$ cat src/rtl/uart_pkg.sv
// Shared constants for the UART receive path.
package uart_pkg;

  localparam int unsigned DATA_W     = 8;
  localparam int unsigned OVERSAMPLE = 16;

  // Rounded divisor giving OVERSAMPLE ticks per bit at the requested baud rate.
  function automatic int unsigned calcDiv(input int unsigned clkHz, input int unsigned baud);
    return (clkHz + (baud * OVERSAMPLE) / 2) / (baud * OVERSAMPLE);
  endfunction

  localparam int unsigned DEFAULT_DIV = calcDiv(50_000_000, 9600);

endpackage

$ cat src/rtl/sync_fifo.sv
// Synchronous FIFO with registered read data, flush, and next-state fill count.
module sync_fifo #(
  parameter int unsigned Width = 8,
  parameter int unsigned Depth = 8,
  parameter int unsigned Aw    = 3
) (
  input  logic             clk,
  input  logic             rst,
  input  logic             push,
  input  logic             pop,
  input  logic             flush,
  input  logic [Width-1:0] wrData,
  output logic [Width-1:0] rdData,
  output logic             rdValid,
  output logic [Aw:0]      count,
  output logic [Aw:0]      countNext,
  output logic             full,
  output logic             empty
);

  localparam logic [Aw:0]   CntOne = (Aw+1)'(1);
  localparam logic [Aw-1:0] PtrOne = Aw'(1);

  logic [Width-1:0] mem [Depth];
  logic [Aw-1:0]    wrPtrQ, rdPtrQ;
  logic [Aw:0]      countQ;
  logic             doPush, doPop;

  assign count = countQ;
  assign full  = (countQ == (Aw+1)'(Depth));
  assign empty = (countQ == '0);

  // A pop in the same cycle frees the slot a full-FIFO push needs.
  always_comb begin
    doPop  = pop & ~empty & ~flush;
    doPush = push & (~full | doPop) & ~flush;
    countNext = countQ;
    if (flush) begin
      countNext = '0;
    end else if (doPush && !doPop) begin
      countNext = countQ + CntOne;
    end else if (!doPush && doPop) begin
      countNext = countQ - CntOne;
    end
  end

  always_ff @(posedge clk) begin
    if (rst) begin
      wrPtrQ  <= '0;
      rdPtrQ  <= '0;
      countQ  <= '0;
      rdData  <= '0;
      rdValid <= 1'b0;
    end else begin
      countQ  <= countNext;
      rdValid <= doPop;
      if (flush) begin
        wrPtrQ <= '0;
        rdPtrQ <= '0;
      end else begin
        if (doPush) wrPtrQ <= wrPtrQ + PtrOne;
        if (doPop) begin
          rdPtrQ <= rdPtrQ + PtrOne;
          rdData <= mem[rdPtrQ];
        end
      end
    end
  end

  always_ff @(posedge clk) begin
    if (doPush) mem[wrPtrQ] <= wrData;
  end

endmodule

$ cat src/rtl/uart_rx_ctrl.sv
// UART receive controller: oversampling baud tick, frame-complete capture into a FIFO,
// status flags and a level interrupt.
module uart_rx_ctrl #(
  parameter int unsigned DIV_W       = 16,
  parameter int unsigned DEFAULT_DIV = uart_pkg::DEFAULT_DIV,
  parameter int unsigned DEPTH       = 8,
  parameter int unsigned AW          = 3
) (
  input  logic                        clk,
  input  logic                        rst,
  input  logic                        en,
  input  logic                        cfg_div_we,
  input  logic [DIV_W-1:0]            cfg_div,
  output logic                        s_tick,
  input  logic [uart_pkg::DATA_W-1:0] rx_data,
  input  logic                        rx_done,
  input  logic                        rd_en,
  output logic [uart_pkg::DATA_W-1:0] rd_data,
  output logic                        rd_valid,
  input  logic                        flush,
  input  logic                        ovr_clr,
  input  logic [AW:0]                 thresh,
  output logic [AW:0]                 count,
  output logic                        empty,
  output logic                        full,
  output logic                        overrun,
  output logic                        irq
);
  import uart_pkg::*;

  localparam logic [DIV_W-1:0] DivOne = DIV_W'(1);

  logic [DIV_W-1:0] divQ, baudCntQ;
  logic             tickQ, rxDoneQ, overrunQ, overrunD, irqQ;
  logic             push, pop, overflow;
  logic [AW:0]      countNext;

  assign s_tick  = tickQ;
  assign overrun = overrunQ;
  assign irq     = irqQ;

  // Set wins over clear; a flush swallows the push so it cannot overflow.
  always_comb begin
    push     = rx_done & ~rxDoneQ & en;
    pop      = rd_en & ~empty;
    overflow = push & full & ~pop & ~flush;
    overrunD = overrunQ;
    if (ovr_clr) overrunD = 1'b0;
    if (overflow) overrunD = 1'b1;
  end

  always_ff @(posedge clk) begin
    if (rst) begin
      divQ     <= DIV_W'(DEFAULT_DIV);
      baudCntQ <= '0;
      tickQ    <= 1'b0;
    end else if (cfg_div_we) begin
      divQ     <= cfg_div;
      baudCntQ <= '0;
      tickQ    <= 1'b0;
    end else if (!en) begin
      baudCntQ <= '0;
      tickQ    <= 1'b0;
    end else if (divQ <= DivOne || baudCntQ == divQ - DivOne) begin
      baudCntQ <= '0;
      tickQ    <= 1'b1;
    end else begin
      baudCntQ <= baudCntQ + DivOne;
      tickQ    <= 1'b0;
    end
  end

  always_ff @(posedge clk) begin
    if (rst) begin
      rxDoneQ  <= 1'b0;
      overrunQ <= 1'b0;
      irqQ     <= 1'b0;
    end else begin
      rxDoneQ  <= rx_done;
      overrunQ <= overrunD;
      irqQ     <= overrunD | ((thresh != '0) && (countNext >= thresh));
    end
  end

  sync_fifo #(
    .Width(DATA_W),
    .Depth(DEPTH),
    .Aw   (AW)
  ) u_fifo (
    .clk      (clk),
    .rst      (rst),
    .push     (push),
    .pop      (pop),
    .flush    (flush),
    .wrData   (rx_data),
    .rdData   (rd_data),
    .rdValid  (rd_valid),
    .count    (count),
    .countNext(countNext),
    .full     (full),
    .empty    (empty)
  );

endmodule

$ cat config.mk
export PLATFORM = sky130hd
export DESIGN_NAME = uart_rx_ctrl
export DESIGN_NICKNAME = d
export VERILOG_FILES = /design/src/rtl/uart_pkg.sv /design/src/rtl/sync_fifo.sv /design/src/rtl/uart_rx_ctrl.sv
export SDC_FILE = /design/constraint.sdc
export NUM_CORES = 1
export LEC_CHECK = 0
export ABC_AREA = 1
export CAP_MARGIN = 5
export CORE_MARGIN = 3
export CORE_UTILIZATION = 50
export CTS_BUF_LIST = sky130_fd_sc_hd__clkbuf_16
export CTS_CLUSTER_DIAMETER = 60
export CTS_CLUSTER_SIZE = 16
export DETAILED_ROUTE_END_ITERATION = 8
export HOLD_SLACK_MARGIN = 0.15
export PLACE_DENSITY = 0.71
export SLEW_MARGIN = 40
export SYNTH_ARGS = -nofsm -noshare
export SYNTH_HDL_FRONTEND = slang
export SYNTH_SLANG_ARGS = --single-unit
$ cat constraint.sdc
create_clock -name clk -period 3 [get_ports clk]
set_clock_uncertainty 0.1 [all_clocks]
set_input_delay 0.45 -clock clk [delete_from_list [all_inputs] [get_ports clk]]
set_output_delay 0.45 -clock clk [all_outputs]
set_load 0.02 [all_outputs]
# Word level (Yosys, flattened, before mapping)
# Memories as Yosys holds them, arrays and structs flattened. A register that Yosys moved wholly into a read port is not among the register bits.
# Index checks and enable logic that the tools add are counted.
[word_totals]
reg_bits = 47
latch_bits = 0
ramBits = 64
rom_bits = 0
input_bits = 36
output_inout_bits = 18
wordCells = 59
memories = 1
[classes]
addsub = 6
mul = 0
div = 0
order_cmp = 2
eq_ne = 2
shifts = 0
n_mux = 8
bitwise_logic = 18
n_reduce_logical = 12
[memory_table]
columns = ["name", "words", "word_bits", "read_ports", "rd_clocked_by_memory_dff", "wr", "line", "rtl"]
rows = [
  ["u_fifo.mem", 8, 8, 1, 1, 1, "sync_fifo.sv:24", "logic [Width-1:0] mem [Depth];"],
]
[ops]
columns = ["op", "count"]
rows = [
  ["16-bit by 1-bit adder with 16-bit output (second input constant)", 1],
  ["16-bit == test", 1],
  ["16-bit by 1-bit less-or-equal comparator with 1-bit output (second input constant)", 1],
  ["16-bit by 1-bit subtractor with 16-bit output (second input constant)", 1],
  ["4-bit two-way mux", 3],
  ["1-bit bitwise AND", 10],
  ["3-bit by 1-bit adder with 3-bit output (second input constant)", 2],
  ["1-bit inverter", 6],
  ["1-bit two-way mux", 5],
  ["4-bit by 1-bit adder with 4-bit output (second input constant)", 1],
  ["4-bit == test (second input constant)", 1],
  ["4-bit greater-or-equal comparator", 1],
  ["4-bit zero test", 1],
  ["4-bit nonzero test", 1],
  ["4-bit OR reduction", 1],
  ["4-bit by 1-bit subtractor with 4-bit output (second input constant)", 1],
  ["1-bit logical AND", 3],
  ["3-bit OR reduction", 1],
  ["1-bit zero test", 2],
  ["1-bit OR", 2],
  ["2-bit AND reduction", 1],
  ["2-bit OR reduction", 1],
  ["1-bit logical OR", 1],
]

# Longest topological paths before layout
# Gate-level depths: netlist (run 1).
[depth]
ltp_word = 16
depth_mapped = 20
depth_no_buf = 20

# Modules after synthesis
# A second synthesis (run 1) with hierarchy kept.
[hier_totals]
cells_unflattened = 669
area_unflattened_um2 = 5749.3
[modules_own_cells]
columns = ["mod", "instances", "cells_each", "area_each_um2", "seq_area_each_um2"]
rows = [
  ["sync_fifo", 1, 328, 3514.6, 2302.2],
  ["uart_rx_ctrl", 1, 341, 2234.6, 720.7],
]

# Worst setup path before layout (run 1)
# No wires, ideal clock.
[synth_path]
kind = "register to register"
startpoint = "register u_fifo.countQ[0] (netlist: u_fifo.count[0])"
endpoint = "register irqQ (netlist: irq)"
setup_time_ns = 0.132
arrival_time_ns = 2.420
t_required_ns = 2.768
setup_slack_ns = 0.348
path_stages_with_launch = 21
n_path_buf = 0
period_less_slack_ns = 2.652
path_cell_list = "dfxtp_1 > inv_1 > ha_1 > inv_1 > nor2_1 > nand2_1 > nand3_2 > nand2_1 > nand2_2 > inv_2 > nand2_2 > inv_1 > o21ai_1 > nor2_1 > ha_1 > inv_1 > nor2_1 > o211ai_1 > nand3_1 > o41ai_1 > a21oi_1"
[synth_between]
elab_chain_cells = 16
elab_cells_between_ends = 27
cone_classes = "add/sub (2); order compare (1); eq/ne (1); mux (4); bitwise (13); reduce/logical (6)"
[synth_rtl]
columns = ["element", "line", "rtl"]
rows = [
  ["start, declared", "sync_fifo.sv:26", "logic [Aw:0] countQ;"],
  ["start signal, assigned", "sync_fifo.sv:55", "countQ <= countNext;"],
  ["4-bit zero test", "sync_fifo.sv:31", "assign empty = (countQ == '0);"],
  ["1-bit inverter", "sync_fifo.sv:35, uart_rx_ctrl.sv:45", ""],
  ["1-bit bitwise AND", "uart_rx_ctrl.sv:45", "pop = rd_en & ~empty;"],
  ["1-bit bitwise AND (2 in series)", "sync_fifo.sv:35", "doPop = pop & ~empty & ~flush;"],
  ["1-bit OR", "sync_fifo.sv:36", "doPush = push & (~full | doPop) & ~flush;"],
  ["1-bit bitwise AND (2 in series)", "sync_fifo.sv:36", ""],
  ["1-bit zero test", "sync_fifo.sv:42", "end else if (!doPush && doPop) begin"],
  ["1-bit logical AND", "sync_fifo.sv:42", ""],
  ["4-bit two-way mux", "sync_fifo.sv:42", ""],
  ["4-bit two-way mux (*)", "sync_fifo.sv:40", "end else if (doPush && !doPop) begin"],
  ["4-bit two-way mux (*)", "sync_fifo.sv:38", "if (flush) begin"],
  ["named net countNext[1]", "uart_rx_ctrl.sv:36", "logic [AW:0] countNext;"],
  ["4-bit greater-or-equal comparator (*)", "uart_rx_ctrl.sv:81", "irqQ <= overrunD | ((thresh != '0) && (countNext >= thresh));"],
  ["1-bit logical AND (*)", "uart_rx_ctrl.sv:81", ""],
  ["1-bit OR (*)", "uart_rx_ctrl.sv:81", ""],
  ["end signal, assigned", "uart_rx_ctrl.sv:81", ""],
  ["end, declared", "uart_rx_ctrl.sv:34", "logic tickQ, rxDoneQ, overrunQ, overrunD, irqQ;"],
]
# Mark *: on every way through the listed nets, which the timed path passes. The rest lies on a longest branch.
# A chain may end at the register's enable or synchronous reset.

# Worst setup path in the final report (run 1)
# Ends and elaborated chain as after synthesis.

==> flow_metrics.py, run 1 <==
metrics = {
    "outcome": {
        "status": "completed",
    },
    "floorplan": {
        "die-height_um": 111,
        "placement_rows": 37,
        "start_util_pct": 52.3,
        "die_area_um2": 12300,
        "fp.dieW_um": 111,
        "ioPinCount": 54,
        "placeableCoreArea_um2": 10600,
    },
    "pwr": {
        "p_sw_share_pct": 24.7,
        "power.net_switching_w": 0.000959,
        "power.ir.vdd_worst_uv": 512,
        "cell_internal_pwr_w": 0.00293,
        "power.sequential.fraction_pct": 45.5,
        "clock_power_share_pct": 47.4,
        "combinational_cell_fraction_of_total_power_pct": 7.0,
        "power.leakage_nw": 2.57,
        "power_per_cell_area_nw_per_um2": 573,
    },
    "synthesis": {
        "synth_area_um2": 5520,
        "netlist_instances": 601,
        "ys_warn_count": 0,
        "post_synth.cell_area_avg_um2": 9.19,
        "synthFlopType": "sky130_fd_sc_hd__edfxtp_1",
        "synth_nets": 648,
        "synth_enable_flop_cells": 64,
        "synth_largest_type_area_fraction_pct": 34.8,
        "async_reset_ff_share_pct": 0,
        "netlist.top_cell.by_area": "sky130_fd_sc_hd__edfxtp_1",
        "synth_seq_cells": 119,
        "synth-seq-area-share_pct": 54.7,
        "synth_cell_types": 36,
        "ys_top_cells_by_area": "sky130_fd_sc_hd__edfxtp_1 (35%), sky130_fd_sc_hd__dfxtp_1 (20%), sky130_fd_sc_hd__nor2_1 (6.3%)",
    },
    "cells_and_area": {
        "nFillCells": 875,
        "sequential_cell_area_um2": 3030,
        "most_common_cell_after_layout_fill_and_taps_aside": "sky130_fd_sc_hd__nor2_1",
        "fin_nets": 714,
        "layout.cells.non_filler": 816,
        "post-route-util_pct": 64.3,
        "drive_gt1_share_pct": 12.8,
        "antenna_cell_count": 0,
        "multiInputGateArea_um2": 2180,
        "area_growth_syn_to_layout_pct": 22.9,
        "layout.cells.most_common_list": "sky130_fd_sc_hd__nor2_1 (91), sky130_fd_sc_hd__nand2_1 (77), sky130_fd_sc_hd__edfxtp_1 (64), sky130_fd_sc_hd__inv_1 (62), sky130_fd_sc_hd__o21ai_0 (57)",
        "final_area_um2": 6790,
    },
    "sta": {
        "pins_over_their_slew_limit": 0,
        "report.final.hold_viol_count": 0,
        "fin_crit_ns": 2.75,
        "highest_clock_frequency_the_design_can_meet_ghz": 0.363,
        "crit_share_post_route_pct": 91.7,
        "final-setup-viol-count": 0,
        "timing_worst_slew_pin_value_ns": 0.559,
        "rsz_0062_raised_after_global_routing": "no",
        "timing.max_slew.rel_slack_pct": 62.5,
    },
    "clock_network": {
        "clk_path_buf_depth": 2,
        "cts_inserted_buffers": 17,
        "cts_resized": 0,
        "clock_sink_count": 119,
        "cts_setup_buffers": 0,
        "cts_tree": "built",
        "cts_hold_repair.buffers": 0,
        "cts.htree.levels": 4,
        "clk_pin_slew_ns": 0.06,
        "clock_latency_ns": 0.42,
        "cts_root_buf": "sky130_fd_sc_hd__clkbuf_16",
    },
    "grt": {
        "via_count_of_the_first_global_routing_pass": 4365,
        "met3_usage_pct": 5.79,
        "grt.total_usage_pct": 21.4,
        "grtUsageMet1_pct": 25.8,
        "grt_pass1_wl_um": 21000,
        "peak_usage_layer_in_the_global_routing_report": "met2",
        "largest_net_degree_at_the_start_of_global_routing": 35,
        "grt-ovfl-total": 0,
        "grt_antenna_before_repair": 0,
        "grt.met2_usage_pct": 35.6,
    },
    "critical_path": {
        "critPathMostFrequentCell": "sky130_fd_sc_hd__inv_1",
        "cp-end-kind": "flip-flop",
        "worst-endpoint-arrival_ns": 2.95,
        "rr_worst_depth": 19,
        "critical_path.max_stage_delay_ns": 0.37,
        "worstSetupPathType": "flip-flop to flip-flop",
        "timing.critical_path.cells": "inv_1 -> ha_1 -> inv_1 -> nor2_2 -> nand2_2 -> nand3_2 -> nand2_1 -> nand2_2 -> inv_2 -> nand2_2 -> inv_1 -> nand2_1 -> nand4_1 -> inv_1 -> ha_1 -> a21oi_1 -> nand3_1 -> o41ai_1 -> a21oi_1",
        "worst-path-max-fanout": 6,
        "timing.critical_path.slowest_stage_cell": "sky130_fd_sc_hd__dfxtp_4",
        "cp.required_ns": 3.20,
        "crit_path_start_kind": "flip-flop",
    },
    "placed_design": {
        "place_area_um2": 6230,
        "place_congestion": 0.911,
        "post-place-cells": 784,
        "io_buffers": 53,
        "dp.final_hpwl_um": 8670,
    },
    "detailed_routing": {
        "postRouteAntennaNets": 0,
        "totalWireLength_um": 12800,
        "routedWlPerCell_um": 15.7,
        "routed-via-count": 4382,
        "post-route-drc-count": 0,
        "first_iter_violations": 289,
        "routed_via_density": 5.37,
        "drt_first_pass_iters": 5,
    },
    "hold_path": {
        "worstHoldPathType": "flip-flop to flip-flop",
        "timing.hold.worst_path_depth": 2,
    },
    "run": {
        "max-cap-violations": 0,
    },
}
[Yosys cell counts, types with 2 or more instances]
library cell,count
sky130_fd_sc_hd__nor2_2,19
sky130_fd_sc_hd__nand3_2,3
sky130_fd_sc_hd__clkinv_1,2
sky130_fd_sc_hd__o21ai_1,2
sky130_fd_sc_hd__nor3_2,3
sky130_fd_sc_hd__nand3_1,20
sky130_fd_sc_hd__nand2_2,7
sky130_fd_sc_hd__ha_1,11
sky130_fd_sc_hd__nor2_1,93
sky130_fd_sc_hd__xor2_1,16
sky130_fd_sc_hd__nand2_1,78
sky130_fd_sc_hd__nor3_1,6
sky130_fd_sc_hd__nand4_1,6
sky130_fd_sc_hd__inv_1,62
sky130_fd_sc_hd__o211ai_1,10
sky130_fd_sc_hd__nor4_1,3
sky130_fd_sc_hd__dfxtp_1,55
sky130_fd_sc_hd__o22ai_1,8
sky130_fd_sc_hd__nor2_4,2
sky130_fd_sc_hd__a21oi_1,26
sky130_fd_sc_hd__edfxtp_1,64
sky130_fd_sc_hd__o221ai_1,8
sky130_fd_sc_hd__xnor2_1,15
sky130_fd_sc_hd__o21ai_0,57
sky130_fd_sc_hd__clkbuf_1,14
[flip-flops by register name, summed over array words and instances, names as in the netlist]
| signal | flops |
|---|---|
| baudCntQ | 16 |
| divQ | 16 |
| irq | 1 |
| overrun | 1 |
| rxDoneQ | 1 |
| s_tick | 1 |
| u_fifo.count | 4 |
| u_fifo.mem | 64 |
| u_fifo.rdData | 8 |
| u_fifo.rdPtrQ | 3 |
| u_fifo.rdValid | 1 |
| u_fifo.wrPtrQ | 3 |
[worst max-delay path: cells and delay by family, from the launching register on]
family	cells	cell delay, ns
AO/OA/AOI/OAI	3	0.33
adder cells (fa/ha/maj)	2	0.51
flip-flops	1	0.37
AND/OR/NAND/NOR	9	0.84
buffers and inverters	5	0.49
[layout make-up]
class                           count  share of cell area, %
Tap cell                          136                   2.51
Timing Repair Buffer               65                   9.14
Sequential cell                   119                   44.6
Clock buffer                       17                   6.27
Multi-Input combinational cell    399                   32.1
Clock inverter                     15                   1.79
Inverter                           65                   3.60
[metal layers]
layer | vias to the layer above | wire, um
li1 | 2151 | -
met1 | 2053 | 5420
met5 | - | 0
met4 | 0 | 335
met3 | 32 | 722
met2 | 146 | 6360
[path summary, 6_finish.rpt]
kind | startpoint | to | slack [ns]
setup / recovery | u_fifo.count[0]$_SDFF_PP0_ | irq$_SDFF_PP0_ | 0.25
hold / removal | u_fifo.rdData[7]$_SDFFE_PP0P_ | u_fifo.rdData[7]$_SDFFE_PP0P_ | 0.37
setup reg to reg | u_fifo.count[0]$_SDFF_PP0_ | irq$_SDFF_PP0_ | 0.25
hold reg to reg | u_fifo.rdData[7]$_SDFFE_PP0P_ | u_fifo.rdData[7]$_SDFFE_PP0P_ | 0.37
[power by group through the flow]
stage / Clock, W / Combinational, W / Sequential (W)
4_1_cts: 0.00187 / 0.000273 / 0.00177
6_report: 0.00184 / 0.000273 / 0.00177
2_1_floorplan: 0 / 0.000154 / 0.00180
3_3_place_gp: 0 / 0.000261 / 0.00180
3_5_place_dp: 0 / 0.000270 / 0.00180
5_1_grt: 0.00195 / 0.000306 / 0.00177
[through the flow]
step                setup TNS, ns  power [W]  setup WS (ns)  hold WS [ns]
finish                          0    0.00389          0.248         0.366
global route                    0    0.00403         0.0229         0.389
CTS                             0    0.00391         0.0295         0.369
detailed placement        -0.0894    0.00207        -0.0894         0.358
global placement                0    0.00206         0.0590         0.355
floorplan                       0    0.00196          0.348         0.341
[logic make-up (layout without fill, tap and decap cells)]
family,after synthesis,count (layout),share of synthesized area (%)
compound gates,114,114,11.7
xor+xnor,31,31,4.92
fa+ha+maj,11,11,2.49
buf+inv,83,162,5.98
flops,119,119,54.7
simple gates,243,243,20.2
Power figures use the tool's default switching activity.
==> run 2: changes to the inputs <==
- SETUP_SLACK_MARGIN: default -> 0.3
==> run 2 against run 1 <==
Effect of this change:
- final cell count rose by 0.61%
- register-to-register slack improved by 0.13 ns
- largest cell class unchanged
- highest routed layer unchanged
- total power rose by 0.40%
- largest power group unchanged
- fmax rose by 3.9%
- core utilization rose by 0.66 points
- flip-flop and latch count did not move
- clock power barely moved
==> flow_metrics.py, run 2 (synthesis results as in run 1) <==
metrics = {
    "pwr": {
        "power.ir.vdd_worst_uv": 513,
        "power.leakage_nw": 2.59,
        "power_per_cell_area_nw_per_um2": 569,
    },
    "grt": {
        "grt_pass1_wl_um": 21100,
        "grtUsageMet1_pct": 25.9,
        "grt_antenna_before_repair": 0,
        "peak_usage_layer_in_the_global_routing_report": "met2",
        "largest_net_degree_at_the_start_of_global_routing": 35,
        "grt-ovfl-total": 0,
        "grt.total_usage_pct": 21.5,
        "met3_usage_pct": 5.79,
        "grt.met2_usage_pct": 35.7,
        "via_count_of_the_first_global_routing_pass": 4392,
    },
    "cells_and_area": {
        "antenna_cell_count": 0,
        "layout.cells.most_common_list": "sky130_fd_sc_hd__nor2_1 (91), sky130_fd_sc_hd__nand2_1 (77), sky130_fd_sc_hd__edfxtp_1 (64), sky130_fd_sc_hd__inv_1 (59), sky130_fd_sc_hd__o21ai_0 (57)",
        "largest_reg_flops": 64,
        "drive_gt1_share_pct": 14.2,
        "fin_nets": 719,
        "reg.largest.list": "u_fifo.mem x64, baudCntQ x16, divQ x16",
        "post-route-util_pct": 65.0,
        "area_growth_syn_to_layout_pct": 24.2,
        "most_common_cell_after_layout_fill_and_taps_aside": "sky130_fd_sc_hd__nor2_1",
        "largest_register": "u_fifo.mem",
    },
    "hold_path": {
        "hold_path_end": "u_fifo.rdData[7]$_SDFFE_PP0P_",
        "holdCritStartpoint": "u_fifo.rdData[7]$_SDFFE_PP0P_",
        "worstHoldPathType": "flip-flop to flip-flop",
        "timing.hold.worst_path_depth": 2,
    },
    "critical_path": {
        "worst_r2r_startpoint": "u_fifo.count[0]$_SDFF_PP0_",
        "rr_worst_depth": 19,
        "worstSetupPathType": "flip-flop to primary output",
        "worst-endpoint-arrival_ns": 2.10,
        "r2r_slack_ns": 0.38,
        "cp-end-kind": "primary output",
        "worst-path-max-fanout": 6,
        "crit_path_start_kind": "flip-flop",
        "timing.critical_path.slowest_stage_cell": "sky130_fd_sc_hd__clkdlybuf4s50_1",
        "critical_path.max_stage_delay_ns": 0.59,
        "critPathLaunch": "u_fifo.count[0]$_SDFF_PP0_",
        "critPathMostFrequentCell": "sky130_fd_sc_hd__inv_2",
        "cp.required_ns": 2.45,
        "timing.critical_path.cells": "inv_2 -> ha_2 -> inv_2 -> nor2_2 -> nand2_2 -> buf_4 -> inv_1 -> clkdlybuf4s50_1",
        "r2r_path_end": "irq$_SDFF_PP0_",
    },
    "clock_network": {
        "cts_tree": "built",
        "clock_latency_ns": 0.42,
        "cts_root_buf": "sky130_fd_sc_hd__clkbuf_16",
        "clk_path_buf_depth": 2,
        "clk_pin_slew_ns": 0.06,
        "cts.htree.levels": 4,
        "clock_sink_count": 119,
        "cts_hold_repair.buffers": 0,
        "cts_inserted_buffers": 17,
    },
    "sta": {
        "fin_crit_ns": 2.65,
        "whs_ns": 0.366,
        "timing_worst_slew_pin_value_ns": 0.563,
        "highest_clock_frequency_the_design_can_meet_ghz": 0.378,
        "timing.max_slew.rel_slack_pct": 62.4,
        "rsz_0062_raised_after_global_routing": "no",
        "pins_over_their_slew_limit": 0,
        "report.final.hold_viol_count": 0,
        "crit_share_post_route_pct": 88.3,
        "final-setup-viol-count": 0,
    },
    "detailed_routing": {
        "post-route-drc-count": 0,
        "routed_via_density": 5.43,
        "drt_first_pass_iters": 5,
        "postRouteAntennaNets": 0,
        "routedWlPerCell_um": 15.8,
        "totalWireLength_um": 13000,
        "first_iter_violations": 260,
        "routed-via-count": 4454,
    },
    "outcome": {
        "status": "completed",
    },
    "floorplan": {
        "ioPinCount": 54,
        "die-height_um": 111,
        "fp.dieW_um": 111,
        "die_area_um2": 12300,
        "placeableCoreArea_um2": 10600,
        "placement_rows": 37,
        "start_util_pct": 52.3,
    },
    "placed_design": {
        "dp.final_hpwl_um": 8670,
        "io_buffers": 53,
        "place_congestion": 0.911,
    },
    "run": {
        "max-cap-violations": 0,
    },
}
-- run 2: cell type report --
| type | instances | area, um2 |
|---|---|---|
| Fill cell | 868 | 3700 |
| Sequential cell | 119 | 3030 |
| Multi-Input combinational cell | 399 | 2210 |
| Timing Repair Buffer | 70 | 658 |
| Clock buffer | 17 | 425 |
| Inverter | 65 | 244 |
| Tap cell | 136 | 170 |
| Clock inverter | 15 | 121 |
-- run 2: metrics by stage --
stage / power, W / instance area [um2] / setup slack [ns] / std cells / TNS (ns)
5_1_grt: 0.00404 / 6860 / 0.255 / 821 / 0
4_1_cts: 0.00391 / 6820 / 0.326 / 819 / 0
2_1_floorplan: 0.00196 / 5520 / 0.348 / 601 / 0
6_report: 0.00390 / 6860 / 0.352 / 821 / 0
3_5_place_dp: 0.00207 / 6230 / -0.0894 / 784 / -0.0894
3_3_place_gp: 0.00206 / 6230 / 0.0590 / 784 / 0
-- run 2: power by group --
group | internal [W] | total (W) | switching [W]
combinational | 0.000122 | 0.000284 | 0.000163
sequential | 0.00174 | 0.00177 | 0.0000289
clock | 0.00107 | 0.00185 | 0.000778
-- run 2: repair_timing --
item / 4_1_cts / 5_1_grt
pin swaps: 2 / 5
gates resized for setup: 9 / 6
setup buffers: 3 / 2
endpoints found under the setup margin: 1 / 2
-- run 2: worst max-delay path: cells and delay by family (launching register included) --
kind                     cells  cell delay (ns)
adder cells (fa/ha/maj)      1             0.17
flip-flops                   1             0.36
buffers and inverters        5             0.91
AND/OR/NAND/NOR              2             0.23
-- run 2: metal layers --
layer  part of all wire (%)  up-vias
met4                    3.1        0
met1                     42     2103
met2                     49      149
li1                       -     2166
met3                    5.7       36
met5                      0        -
-- run 2: how the worst max path moves through the flow --
| stage | end | slack, ns |
|---|---|---|
| finish | empty | 0.35 |
| global route | irq$_SDFF_PP0_ | 0.26 |
| CTS | irq$_SDFF_PP0_ | 0.33 |
| detailed placement | irq$_SDFF_PP0_ | -0.09 |
| global placement | irq$_SDFF_PP0_ | 0.06 |
| floorplan | irq$_SDFF_PP0_ | 0.35 |
==> run 3: changes to the inputs <==
- PLACE_DENSITY: 0.71 -> default
- PLACE_DENSITY_LB_ADDON: default -> 0.08
- SYNTH_HIERARCHICAL: default -> 1
- TNS_END_PERCENT: default -> 1
==> run 3 against run 2 <==
Effect of this change:
- synthesized cell count up 11%
- non-clock buffer count up 1
- via count up 4.1%
- combinational power down 11%
- flip-flop and latch count unchanged
- largest power group unchanged
==> flow_metrics.py, run 3 <==
metrics = {
    "sta": {
        "final-setup-viol-count": 0,
        "timing_worst_slew_pin_value_ns": 0.537,
        "timing.max_slew.rel_slack_pct": 64.0,
        "rsz_0062_raised_after_global_routing": "no",
        "highest_clock_frequency_the_design_can_meet_ghz": 0.401,
        "fin_crit_ns": 2.49,
        "pins_over_their_slew_limit": 0,
        "report.final.hold_viol_count": 0,
        "total_negative_slack_ns": 0,
        "crit_share_post_route_pct": 83.1,
        "layout_setup_ws_ns": 0.507,
    },
    "floorplan": {
        "die_area_um2": 12800,
        "placement_rows": 38,
        "ioPinCount": 54,
        "die-height_um": 113,
        "placeableCoreArea_um2": 11000,
        "start_util_pct": 52.1,
        "fp.dieW_um": 113,
    },
    "synthesis": {
        "yosys-top-cells-count": "sky130_fd_sc_hd__nor2_1 (133), sky130_fd_sc_hd__nand2_1 (105), sky130_fd_sc_hd__inv_1 (69)",
        "netlist_instances": 669,
        "yosys.cell_count.top_type": "sky130_fd_sc_hd__nor2_1",
        "synth_seq_cells": 119,
        "synth_largest_type_area_fraction_pct": 33.4,
        "netlist.top_cell.by_area": "sky130_fd_sc_hd__edfxtp_1",
        "ys_warn_count": 6,
        "async_reset_ff_share_pct": 0,
        "synth_nets": 716,
        "post_synth.cell_area_avg_um2": 8.59,
        "synth_enable_flop_cells": 64,
        "ys_top_cells_by_area": "sky130_fd_sc_hd__edfxtp_1 (33%), sky130_fd_sc_hd__dfxtp_1 (19%), sky130_fd_sc_hd__nor2_1 (8.7%)",
        "synthFlopType": "sky130_fd_sc_hd__edfxtp_1",
        "synth_area_um2": 5750,
        "synth_cell_types": 39,
        "synth-seq-area-share_pct": 52.6,
    },
    "critical_path": {
        "worst-path-max-fanout": 6,
        "critPathLaunch": "u_fifo/count[0]$_SDFF_PP0_",
        "cp_num_cells": 21,
        "worstSetupEndpoint": "irq$_SDFF_PP0_",
        "crit_path_start_kind": "flip-flop",
        "critPathMostFrequentCell": "sky130_fd_sc_hd__inv_2",
        "worst-endpoint-arrival_ns": 2.69,
        "cpLargestDelayFamily": "simple AND/OR/NAND/NOR gates",
        "rr_worst_depth": 21,
        "critical_path_buf_inv_count": 6,
        "cp-end-kind": "flip-flop",
        "worstSetupPathType": "flip-flop to flip-flop",
        "r2r_path_end": "irq$_SDFF_PP0_",
        "r2r_slack_ns": 0.51,
        "timing.critical_path.slowest_stage_cell": "sky130_fd_sc_hd__dfxtp_4",
        "cp.required_ns": 3.20,
        "timing.critical_path.cells": "inv_2 -> ha_4 -> nand2_2 -> inv_2 -> nor2_2 -> inv_2 -> nor2_4 -> nand2_4 -> inv_4 -> nand2_4 -> nand2_1 -> nand2_1 -> nand3_1 -> inv_2 -> ha_4 -> inv_1 -> nor2_1 -> o211ai_1 -> nand3_1 -> o41ai_1 -> a21oi_1",
        "critical_path.max_stage_delay_ns": 0.37,
        "worst_r2r_startpoint": "u_fifo/count[0]$_SDFF_PP0_",
    },
    "clock_network": {
        "clock_latency_ns": 0.42,
        "cts_root_buf": "sky130_fd_sc_hd__clkbuf_16",
        "clk_path_buf_depth": 2,
        "cts_tree": "built",
        "clock_sink_count": 119,
        "cts.htree.levels": 4,
        "cts_inserted_buffers": 17,
        "clk_pin_slew_ns": 0.06,
    },
    "cells_and_area": {
        "reg.largest.list": "u_fifo/mem x64, baudCntQ x16, divQ x16",
        "layout.cells.most_common_list": "sky130_fd_sc_hd__nor2_1 (131), sky130_fd_sc_hd__nand2_1 (105), sky130_fd_sc_hd__inv_1 (65), sky130_fd_sc_hd__edfxtp_1 (64), sky130_fd_sc_hd__clkdlybuf4s50_1 (53)",
        "drive_gt1_share_pct": 13.0,
        "largest_reg_flops": 64,
        "fin_nets": 786,
        "largest_register": "u_fifo/mem",
        "area_growth_syn_to_layout_pct": 24.7,
        "post-route-util_pct": 65.0,
        "most_common_cell_after_layout_fill_and_taps_aside": "sky130_fd_sc_hd__nor2_1",
        "final_area_um2": 7170,
        "antenna_cell_count": 0,
    },
    "detailed_routing": {
        "first_iter_violations": 427,
        "post-route-drc-count": 0,
        "routed-via-count": 4638,
        "totalWireLength_um": 13600,
        "postRouteAntennaNets": 0,
        "drt_first_pass_iters": 5,
        "routedWlPerCell_um": 15.2,
        "routed_via_density": 5.20,
    },
    "placed_design": {
        "io_buffers": 53,
        "place_congestion": 0.918,
        "place_area_um2": 6450,
        "post-place-ws_ns": 0.0131,
        "dp.final_hpwl_um": 9150,
    },
    "pwr": {
        "power.net_switching_w": 0.000938,
        "power_per_cell_area_nw_per_um2": 595,
        "power.sequential.fraction_pct": 41.4,
        "clock_power_share_pct": 52.7,
        "cell_internal_pwr_w": 0.00333,
        "power.leakage_nw": 2.83,
        "combinational_cell_fraction_of_total_power_pct": 5.9,
        "power.ir.vdd_worst_uv": 354,
        "power.total_w": 0.00426,
        "p_sw_share_pct": 22.0,
    },
    "grt": {
        "grt.total_usage_pct": 22.0,
        "largest_net_degree_at_the_start_of_global_routing": 37,
        "via_count_of_the_first_global_routing_pass": 4456,
        "grt_antenna_before_repair": 0,
        "grt_pass1_wl_um": 21800,
        "grt-ovfl-total": 0,
    },
    "hold_path": {
        "worstHoldPathType": "flip-flop to flip-flop",
    },
    "run": {
        "max-cap-violations": 0,
    },
    "outcome": {
        "status": "completed",
    },
}
[run 3: cell count changes after synthesis, sizes merged, moves of 9 or more]
cell / change
nor2: +41
nand2: +28
nand3: +17
buf: +11
clkbuf: -9
[run 3: power groups by stage]
stage	registers, W	clock network [W]	logic (W)
global placement	0.00180	0	0.000236
global route	0.00177	0.00236	0.000285
detailed placement	0.00180	0	0.000243
CTS	0.00176	0.00228	0.000248
finish	0.00177	0.00225	0.000253
floorplan	0.00179	0	0.000140
[run 3: cell families after synthesis]
family	count (synthesis)	share of synthesized area, %
AOI/OAI and AO/OA	92	8.64
adders and majority gates	11	2.39
and+or+nand+nor	326	25.1
DFF	119	52.6
xor gates and xnor gates	26	4.09
buffers and inverters	95	7.20
[run 3: final cells by class]
class                   instances  area, um2
fillers                       926       3860
inverters                      75        285
clock inverters                15        226
repair buffers                 71        666
well taps                     140        175
multi-input cells             455       2360
clock buffers                  17        425
flip-flops and latches        119       3030
[run 3: worst min-delay path by stage]
stage | startpoint | to | slack [ns] | cells after the start
2_1_floorplan | baudCntQ[0]$_SDFF_PP0_ | baudCntQ[0]$_SDFF_PP0_ | 0.34 | 1
3_3_place_gp | u_fifo/rdData[7]$_SDFFE_PP0P_ | u_fifo/rdData[7]$_SDFFE_PP0P_ | 0.35 | 2
3_5_place_dp | u_fifo/rdData[6]$_SDFFE_PP0P_ | u_fifo/rdData[6]$_SDFFE_PP0P_ | 0.36 | 2
4_1_cts | u_fifo/rdData[6]$_SDFFE_PP0P_ | u_fifo/rdData[6]$_SDFFE_PP0P_ | 0.37 | 2
5_1_grt | u_fifo/rdData[5]$_SDFFE_PP0P_ | u_fifo/rdData[5]$_SDFFE_PP0P_ | 0.38 | 2
6_report | u_fifo/rdData[5]$_SDFFE_PP0P_ | u_fifo/rdData[5]$_SDFFE_PP0P_ | 0.36 | 2
[run 3: tightest hold or removal path, stage by stage (launching register included)]
cell and delay [ns]:
sky130_fd_sc_hd__dfxtp_1 0.31, sky130_fd_sc_hd__nand2_1 0.06, sky130_fd_sc_hd__a21oi_1 0.05
[run 3: repair_timing]
item	4_1_cts	5_1_grt
gates resized for setup	6	8
buffers inserted	0	2
endpoints found under the setup margin	1	1
hold buffers	0	0
pin swaps	1	6
endpoints found under the hold margin	0	0
[run 3: metal layers]
layer | up-vias | routed length [um] | part of all wire [%] | global-route usage (%)
met5 | - | 0 | 0 | 0
met4 | 0 | 247 | 1.8 | 8.01
met3 | 24 | 816 | 6.0 | 5.45
met2 | 122 | 6140 | 45 | 34.0
met1 | 2161 | 6350 | 47 | 30.2
li1 | 2331 | - | - | -
[run 3: stage by stage]
stage / cells / hold WS (ns)
3_3_place_gp: 858 / 0.350
5_1_grt: 892 / 0.383
6_report: 892 / 0.365
4_1_cts: 890 / 0.367
3_5_place_dp: 858 / 0.356
2_1_floorplan: 669 / 0.341
